[src/rtl/opsg_pkg.sv]
// rtl/opsg_pkg.sv - shared register map, constants and types for the OPSG register controller
package opsg_pkg;

  localparam int TONE_WIDTH_DEF  = 10;
  localparam int BUSY_CYCLES_DEF = 32;
  localparam int PRESCALE_DEF    = 16;

  localparam logic [2:0] REG_T0_FREQ  = 3'd0;
  localparam logic [2:0] REG_T0_ATTEN = 3'd1;
  localparam logic [2:0] REG_T1_FREQ  = 3'd2;
  localparam logic [2:0] REG_T1_ATTEN = 3'd3;
  localparam logic [2:0] REG_T2_FREQ  = 3'd4;
  localparam logic [2:0] REG_T2_ATTEN = 3'd5;
  localparam logic [2:0] REG_N_CTRL   = 3'd6;
  localparam logic [2:0] REG_N_ATTEN  = 3'd7;

  localparam int         LATCH_BIT = 7;
  localparam logic [3:0] ATTEN_OFF = 4'hF;

  typedef enum logic [1:0] {
    ST_INIT,
    ST_IDLE,
    ST_BUSY
  } hs_state_t;

endpackage

[src/rtl/opsg_prescaler.sv]
// rtl/opsg_prescaler.sv - free-running divider producing the shared tone clock enable
module opsg_prescaler #(
  parameter int PRESCALE = 16
) (
  input  logic clk,
  input  logic rst_n,
  output logic tone_en
);

  localparam int                CW   = (PRESCALE > 2) ? $clog2(PRESCALE) : 1;
  localparam logic [CW-1:0]     LAST = CW'(PRESCALE - 1);

  logic [CW-1:0] cnt_q;

  always_ff @(posedge clk or negedge rst_n) begin
    if (!rst_n) begin
      cnt_q <= '0;
    end else if (cnt_q == LAST) begin
      cnt_q <= '0;
    end else begin
      cnt_q <= cnt_q + 1'b1;
    end
  end

  assign tone_en = (cnt_q == LAST);

endmodule

[src/rtl/opsg_reg_ctrl.sv]
// rtl/opsg_reg_ctrl.sv - SN76489-style latch/data write handshake and register file
module opsg_reg_ctrl
  import opsg_pkg::*;
#(
  parameter int TONE_WIDTH  = TONE_WIDTH_DEF,
  parameter int BUSY_CYCLES = BUSY_CYCLES_DEF,
  parameter int PRESCALE    = PRESCALE_DEF
) (
  input  logic                  clk,
  input  logic                  rst_n,
  input  logic                  wr_valid,
  input  logic [7:0]            wr_data,
  output logic                  wr_ready,
  output logic                  tone_en,
  output logic [TONE_WIDTH-1:0] tone0_freq,
  output logic [TONE_WIDTH-1:0] tone1_freq,
  output logic [TONE_WIDTH-1:0] tone2_freq,
  output logic [3:0]            atten0,
  output logic [3:0]            atten1,
  output logic [3:0]            atten2,
  output logic [3:0]            atten3,
  output logic [2:0]            noise_ctrl,
  output logic                  noise_rst
);

  hs_state_t  state_q, state_d;
  logic [7:0] busy_cnt_q;
  logic       accept;
  logic       is_latch;
  logic [2:0] idx_q;
  logic [2:0] tgt;
  logic [9:0] tone_q [3];
  logic [3:0] atten_q [4];

  opsg_prescaler #(.PRESCALE(PRESCALE)) u_prescaler (
    .clk     (clk),
    .rst_n   (rst_n),
    .tone_en (tone_en)
  );

  // ST_INIT holds wr_ready low for the first cycle after reset release.
  always_ff @(posedge clk or negedge rst_n) begin
    if (!rst_n) state_q <= ST_INIT;
    else        state_q <= state_d;
  end

  always_comb begin
    state_d  = state_q;
    wr_ready = 1'b0;
    case (state_q)
      ST_INIT: state_d = ST_IDLE;
      ST_IDLE: begin
        wr_ready = 1'b1;
        if (wr_valid) state_d = ST_BUSY;
      end
      ST_BUSY: if (busy_cnt_q == 8'd0) state_d = ST_IDLE;
      default: state_d = ST_INIT;
    endcase
  end

  assign accept = wr_valid & wr_ready;

  always_ff @(posedge clk or negedge rst_n) begin
    if (!rst_n) begin
      busy_cnt_q <= 8'd0;
    end else if (accept) begin
      busy_cnt_q <= 8'(BUSY_CYCLES - 1);
    end else if (state_q == ST_BUSY && busy_cnt_q != 8'd0) begin
      busy_cnt_q <= busy_cnt_q - 8'd1;
    end
  end

  // A latch byte addresses its own register; a data byte reuses the last latched index.
  assign is_latch = wr_data[LATCH_BIT];
  assign tgt      = is_latch ? wr_data[6:4] : idx_q;

  always_ff @(posedge clk or negedge rst_n) begin
    if (!rst_n) begin
      idx_q      <= REG_T0_FREQ;
      noise_ctrl <= 3'd0;
      noise_rst  <= 1'b0;
      for (int i = 0; i < 3; i++) tone_q[i] <= 10'd0;
      for (int i = 0; i < 4; i++) atten_q[i] <= ATTEN_OFF;
    end else begin
      noise_rst <= accept && (tgt == REG_N_CTRL);
      if (accept) begin
        if (is_latch) idx_q <= wr_data[6:4];
        case (tgt)
          REG_T0_FREQ, REG_T1_FREQ, REG_T2_FREQ: begin
            if (is_latch) tone_q[tgt[2:1]][3:0] <= wr_data[3:0];
            else          tone_q[tgt[2:1]][9:4] <= wr_data[5:0];
          end
          REG_N_CTRL: noise_ctrl <= wr_data[2:0];
          default:    atten_q[tgt[2:1]] <= wr_data[3:0];
        endcase
      end
    end
  end

  generate
    if (TONE_WIDTH > 10) begin : g_wide
      assign tone0_freq = {{(TONE_WIDTH-10){1'b0}}, tone_q[0]};
      assign tone1_freq = {{(TONE_WIDTH-10){1'b0}}, tone_q[1]};
      assign tone2_freq = {{(TONE_WIDTH-10){1'b0}}, tone_q[2]};
    end else begin : g_narrow
      assign tone0_freq = tone_q[0][TONE_WIDTH-1:0];
      assign tone1_freq = tone_q[1][TONE_WIDTH-1:0];
      assign tone2_freq = tone_q[2][TONE_WIDTH-1:0];
    end
  endgenerate

  assign atten0 = atten_q[0];
  assign atten1 = atten_q[1];
  assign atten2 = atten_q[2];
  assign atten3 = atten_q[3];

endmodule

[config.mk]
export PLATFORM = sky130hd
export DESIGN_NAME = opsg_reg_ctrl
export DESIGN_NICKNAME = d
export VERILOG_FILES = /design/src/rtl/opsg_pkg.sv /design/src/rtl/opsg_prescaler.sv /design/src/rtl/opsg_reg_ctrl.sv
export SDC_FILE = /design/constraint.sdc
export NUM_CORES = 1
export LEC_CHECK = 0
export CAP_MARGIN = 15
export CORE_ASPECT_RATIO = 1.4
export CORE_MARGIN = 5
export CORE_UTILIZATION = 45
export DETAILED_ROUTE_END_ITERATION = 8
export PLACE_DENSITY = 0.7
export SKIP_CTS_REPAIR_TIMING = 1
export SLEW_MARGIN = 5
export SYNTH_ARGS = -nofsm -noshare
export SYNTH_HDL_FRONTEND = slang
export SYNTH_HIERARCHICAL = 1
export SYNTH_SLANG_ARGS = --single-unit
export TNS_END_PERCENT = 30
[constraint.sdc]
create_clock -name clk -period 2.18 [get_ports clk]
set_clock_uncertainty 0.05 [all_clocks]
set_input_delay 0.218 -clock clk [delete_from_list [all_inputs] [get_ports clk]]
set_output_delay 0.218 -clock clk [all_outputs]
set_load 0.01 [all_outputs]
==> impl_results.md, run 1 <==
- Cell area after synthesis: 2937 sq um
- Critical path's top delay family: buffers and inverters
- Placed insts: 348
- MaxCap Viol Count: 0
- CP Data Arrival Time: 1.67 ns
- I/O pin count: 63
- Initial antenna violation count: 0
- Final setup violation count: 0
- CP Launch Type: flip-flop
- Final hold vios: 0
- Critical Path Max Stage Delay: 0.53 ns
- CP required: 1.91 ns
- F_max: 515.5 MHz
- Layout overhead on the synthesized area: 32.13%
- Fin Hold WS: 0.3439 ns
- Layout Nets: 302
- LEAKAGE: 0.001692 uW
- Most frequent cells in the layout: 61 x clkdlybuf4s50_1, 52 x mux2_2, 51 x dfrtp_1, 16 x dfstp_2, 12 x buf_4
- Clock sink count: 67
- Power Density: 1272 nW/um^2
- RSZ-0062 raised after global routing: false
- PnR Total Power: 4935 uW
- Crit-path max FO: 4
- Outcome: finished, final reports clean
- Largest net degree at the start of global routing: 48
- Antenna viol nets, final: 0
- Num rows: 34
- CP bufs+invs: 1
- HP Class: input port to async pin
- Yosys Warn Count: 6
- FF-to-FF Start: busy_cnt_q[5]
- Yosys reg bits: 67
- Crit. Startpoint: u_prescaler/cnt_q[0]
- Non-filler cells, final: 365
- Yosys cell types: 40
- Max-slew violations: 0
- Avg Inst Size Synth: 13.85 sq um
- Tightest Pin Transition: 0.5228 ns
- DRT Pass-1 Iters: 4
- Simple-gate portion of the synthesized area: 10.99%
- DR DRC count: 0
- FFs w/ async S/R, synth: 100.0%
- Root Buffer Master: clkbuf_8
- GP Congestion: 0.8689
- Cell breakdown of the critical path: ha_1 -> and3_2 -> clkdlybuf4s50_1
- Post-DP HPWL: 4.516 mm
- Most used flip-flop cell after synthesis: dfrtp_1
- Compound-Gate Fraction of Synth Area: 4.942%
- Gate Count Post-Synth: 212
- Vias in the first global route: 2200
- Share of post-route cells with drive strength above 1: 36.52%
- Vias: 1980
- Largest family of logic cells by synthesized area: multiplexers
- Clock Pin Slew Worst Setup and Hold Paths: 0.07 ns
- GR Overflow Total: 0
- Slowest cell on the critical path: clkdlybuf4s50_1
- Drt total wl: 6.372 mm
- Peak supply drop: 0.7274 mV
- Ant diodes: 0
- CP endpoint kind: primary output
- Adder-cell share of the synthesized area: 1.278%
- Synth Area in XOR/XNOR: 0.2983%
- Initial Utilization: 46.64%
- Port bufs: 62
- Multiplexer area fraction after synthesis: 22.37%
- WL/cell: 17.46 um
- Post-synth EDFFs: 0
- Post-route minimum period: 1.940 ns
- Clock buffer count from CTS: 9
- Worst skew pair latency: 0.33 ns
- TritonCTS clock tree: yes
- Die area: 8264 sq um
- CORE AREA: 6296 sq um
- Slew margin rel.: 65.15%
- H-tree depth: 3
- First-pass GRT wire length: 10.83 mm
- CP Class: flip-flop to primary output
- Chip Width: 78.28 um
- Die height: 105.6 um
- CTS Buffer Depth: 2
- Post-Syn Nets: 226
- Total global-route track usage: 16.80%
- Final worst path period share: 88.98%
- Starting DRT DRC Count: 56
- Seq/Total Area, Yosys: 57.78%
- DR vias/cell: 5.425
- Commonest non-fill, non-tap cell in the layout: clkdlybuf4s50_1
[cell usage after synthesis, types with 2 or more instances]
master / n / area, sq um
a211oi_2: 2 / 25.02
a21oi_1: 4 / 20.02
buf_1: 2 / 7.510
buf_2: 4 / 20.02
clkbuf_1: 5 / 18.77
dfrtp_1: 51 / 1276
dfstp_2: 16 / 420.4
ha_1: 3 / 37.54
inv_1: 6 / 22.52
mux2_2: 52 / 585.6
mux2i_1: 6 / 60.06
nand2_1: 6 / 22.52
nand2b_1: 2 / 12.51
nand3_1: 3 / 15.01
nand3b_1: 2 / 15.01
nand4b_1: 3 / 26.28
nor2_1: 7 / 26.28
nor2b_1: 3 / 18.77
nor4_2: 4 / 50.05
nor4b_1: 2 / 17.52
o21ai_0: 6 / 30.03
o31ai_1: 2 / 15.01
or4_1: 3 / 22.52
or4b_1: 2 / 20.02
[routing by layer]
layer	vias to the layer above	global-route usage [%]	wire length [um]
met1	1001	19.82	2683
met5	-	0	0
li1	925	-	-
met2	45	29.11	3339
met4	0	5.875	99
met3	9	4.778	248
[kinds of logic (layout without fill, tap and decap cells)]
logic type | after synthesis | count (layout)
multiplexers | 59 | 59
AND/OR/NAND/NOR | 45 | 45
AO/OA/AOI/OAI | 20 | 20
XOR/XNOR | 1 | 1
adder cells (fa/ha/maj) | 3 | 3
buffers and inverters | 17 | 98
flip-flops | 67 | 67
[registers in the layout (all words and copies together), names as in the netlist]
name,count
u_prescaler/cnt_q,4
atten1,4
tone1_freq,10
busy_cnt_q,8
tone0_freq,10
noise_rst,1
atten2,4
idx_q,3
atten0,4
noise_ctrl,3
tone2_freq,10
state_q,2
atten3,4
[final cells by class]
| class | instances | area (sq um) |
|---|---|---|
| inverter | 6 | 22.52 |
| clock inverter | 3 | 15.01 |
| sequential | 67 | 1697 |
| clock buffer | 13 | 148.9 |
| timing repair buffer | 76 | 735.7 |
| fill | 527 | 2416 |
| multi-input combinational | 128 | 1171 |
| tap | 72 | 90.09 |
[per-stage QoR]
stage	setup TNS, ns	setup WS (ns)	utilization [%]	cell area [sq um]
6_report	0	0.2401	61.63	3880
3_5_place_dp	-0.01024	-0.004711	58.86	3706
2_1_floorplan	0	0.3666	-	2937
4_1_cts	0	0.2274	61.47	3870
3_3_place_gp	0	0.01699	58.86	3706
5_1_grt	0	0.1657	61.63	3880
[report_power, final]
group          total [uW]  leakage, uW  internal [uW]  switching (uW)
logic                1930     0.000794           1200             730
registers            2130     0.000811           1810             320
clock network         875    0.0000872            440             435
total                4930      0.00169           3450            1480
[final timing paths]
check | end | slack, ns | cells after the start
min in group clk | u_prescaler/cnt_q[0] | 0.43 | 1
worst max-delay path | tone_en | 0.24 | 3
worst min-delay path | tone2_freq[7] | 0.34 | 2
worst max register to register | busy_cnt_q[6] | 0.30 | 3
max in group asynchronous | atten2[0] | 1.04 | 3
worst min register to register | u_prescaler/cnt_q[0] | 0.43 | 1
No activity file was read; power rests on OpenSTA's default activity.
==> run 2: changes to the inputs <==
--- a/config.mk
+++ b/config.mk
@@ -8,9 +8,10 @@
 export CAP_MARGIN = 15
 export CORE_ASPECT_RATIO = 1.4
 export CORE_MARGIN = 5
-export CORE_UTILIZATION = 45
+export CORE_UTILIZATION = 54
+export CTS_BUF_LIST = sky130_fd_sc_hd__clkbuf_16
 export DETAILED_ROUTE_END_ITERATION = 8
-export PLACE_DENSITY = 0.7
+export PLACE_DENSITY = 0.82
 export SKIP_CTS_REPAIR_TIMING = 1
 export SLEW_MARGIN = 5
 export SYNTH_ARGS = -nofsm -noshare
==> constraint.sdc (replaced) <==
create_clock -name clk -period 2.4 [get_ports clk]
set_clock_uncertainty 0.05 [all_clocks]
set_input_delay 0.24 -clock clk [delete_from_list [all_inputs] [get_ports clk]]
set_output_delay 0.24 -clock clk [all_outputs]
set_load 0.01 [all_outputs]
==> run 2 against run 1 <==
  * Flip-flop and latch count is the same
  * Register-to-register slack gained 0.17 ns
  * First-iteration DRC count grew 82%
  * Cell count shrank 3.3%
  * Clock power grew 41%
  * Die area shrank 15%
  * Clock-buffer cell count shrank 4
  * Sequential power shrank 8%
  * Setup slack gained 0.22 ns
  * Sequential share of layout area shrank 0.76 points
==> impl_results.md, run 2 (same netlist as run 1, synthesis figures left out) <==
- Outcome: finished, final reports clean
- MaxCap Viol Count: 0 (unchanged)
- CTS Buffer Depth: 2 (unchanged)
- Final worst path period share: 80.70%
- Vias: 1975 (-0.25%)
- Peak supply drop: 0.7937 mV (+9.1%)
- HP Class: input port to async pin
- NetSw: 1425 uW (-4.1%)
- Post-route minimum period: 1.937 ns
- FF-to-FF End: atten0[3]
- Clock share of power: 25.0% (+7.3 points)
- CP required: 2.11 ns (+0.20 ns)
- Num rows: 31 (-8.8%)
- First-pass GRT wire length: 10.88 mm (+0.44%)
- R2R setup slack: 0.47 ns (+0.17 ns)
- TritonCTS clock tree: yes
- I/O pin count: 63 (unchanged)
- Clock Pin Slew Worst Setup and Hold Paths: 0.05 ns (-0.02 ns)
- WL/cell: 18.35 um (+5.1%)
- FF-to-FF Start: state_q[0]
- Share of post-route cells with drive strength above 1: 34.84% (-1.7 points)
- F_max: 516.3 MHz
- CP Data Arrival Time: 1.65 ns (-0.02 ns)
- RSZ-0062 raised after global routing: false
- Die height: 97.26 um (-7.9%)
- Crit-path max FO: 4 (unchanged)
- Initial Utilization: 56.08% (+9.4 points)
- Switch share: 28.90% (-1.2 points)
- Worst skew pair latency: 0.33 ns (about the same)
- LEAKAGE: 0.001711 uW (+1.1%)
- Final setup violation count: 0 (unchanged)
- Initial antenna violation count: 0 (unchanged)
- DR vias/cell: 5.595 (+3.1%)
- Final hold vios: 0 (unchanged)
- Clock sink count: 67 (unchanged)
- Total global-route track usage: 20.31% (+3.5 points)
- H-tree depth: 3 (unchanged)
- Max-slew violations: 0 (unchanged)
- Die area: 7034 sq um (-15%)
- CP Class: flip-flop to primary output
- DR DRC count: 0 (unchanged)
- Reg2Reg Depth: 4 (+1)
- Power Density: 1249 nW/um^2 (-1.8%)
- Drt total wl: 6.478 mm (+1.7%)
- Antenna viol nets, final: 0 (unchanged)
- Largest net degree at the start of global routing: 68 (+42%)
- CP endpoint kind: primary output
- Commonest non-fill, non-tap cell in the layout: clkdlybuf4s50_1
- Fin Hold WS: 0.4033 ns (+0.05943 ns)
- Slew margin rel.: 63.63% (-1.5 points)
- Port bufs: 62 (unchanged)
- Tightest Pin Transition: 0.5303 ns (+0.007526 ns)
- Setup_tns: 0 ns (unchanged)
- CORE AREA: 5236 sq um (-17%)
- Chip Width: 72.33 um (-7.6%)
- Root Buffer Master: clkbuf_16
- Cell-internal power: 3506 uW (+1.6%)
- Flop pwr share: 39.7% (-3.5 points)
- Clock buffer count from CTS: 9 (unchanged)
- Most frequent cells in the layout: 61 x clkdlybuf4s50_1, 52 x mux2_2, 51 x dfrtp_1, 16 x dfstp_2, 9 x clkbuf_16
- Ant diodes: 0 (unchanged)
- Layout Nets: 296 (-2.0%)
- Gate power share: 35.3% (-3.7 points)
- Starting DRT DRC Count: 102 (+82%)
- Post-DP HPWL: 4.471 mm (-1.0%)
- CP Launch Type: flip-flop
- GP Congestion: 0.8400 (-3.3%)
- GR Overflow Total: 0 (unchanged)
- Vias in the first global route: 2213 (+0.59%)
- DRT Pass-1 Iters: 4 (unchanged)
- Layout overhead on the synthesized area: 34.47%
## run 2: power groups by stage
| stage | clock network [uW] | logic [uW] | registers (uW) |
|---|---|---|---|
| 6_report | 1230 | 1740 | 1960 |
| 3_3_place_gp | 0 | 1700 | 1950 |
| 5_1_grt | 1310 | 1870 | 2020 |
| 4_1_cts | 1270 | 1770 | 1960 |
| 3_5_place_dp | 0 | 1740 | 1970 |
| 2_1_floorplan | 0 | 650 | 2070 |
## run 2: worst max-delay path by stage
stage	from	end	slack (ns)	cells after the start
2_1_floorplan	busy_cnt_q[0]	busy_cnt_q[1]	0.59	6
3_3_place_gp	wr_data[7]	atten0[0]	0.21	4
3_5_place_dp	wr_data[7]	atten0[3]	0.16	4
4_1_cts	u_prescaler/cnt_q[0]	tone_en	0.44	3
5_1_grt	state_q[0]	atten0[2]	0.33	4
6_report	u_prescaler/cnt_q[0]	tone_en	0.46	3
## run 2: cell type report
type / count / area (sq um)
well taps: 66 / 82.58
fillers: 350 / 1287
flip-flops and latches: 67 / 1697
repair buffers: 70 / 690.7
clock inverters: 7 / 60.06
clock buffers: 9 / 225.2
inverters: 6 / 22.52
multi-input cells: 128 / 1171
## run 2: critical path, cell delays in order, from the launching register on
cell and delay, ns:
dfrtp_1 0.38, ha_1 0.21, and3_2 0.20, clkdlybuf4s50_1 0.53
## run 2: stage by stage
step | util [%] | worst slack [ns] | power (uW) | cell area (sq um) | cells
2_1_floorplan | - | 0.5866 | 2723 | 2937 | 212
3_3_place_gp | 69.77 | 0.2053 | 3660 | 3654 | 336
3_5_place_dp | 69.77 | 0.1562 | 3713 | 3654 | 336
4_1_cts | 75.22 | 0.4393 | 4996 | 3939 | 352
5_1_grt | 75.41 | 0.3306 | 5203 | 3949 | 353
6_report | 75.41 | 0.4632 | 4930 | 3949 | 353
## run 2: per-layer routing
metal,routed length (um),global-route usage (%),vias to the layer above
li1,-,-,906
met1,2401,22.86,1006
met2,3561,34.18,47
met3,320,4.865,16
met4,194,11.58,0
met5,0,0,-
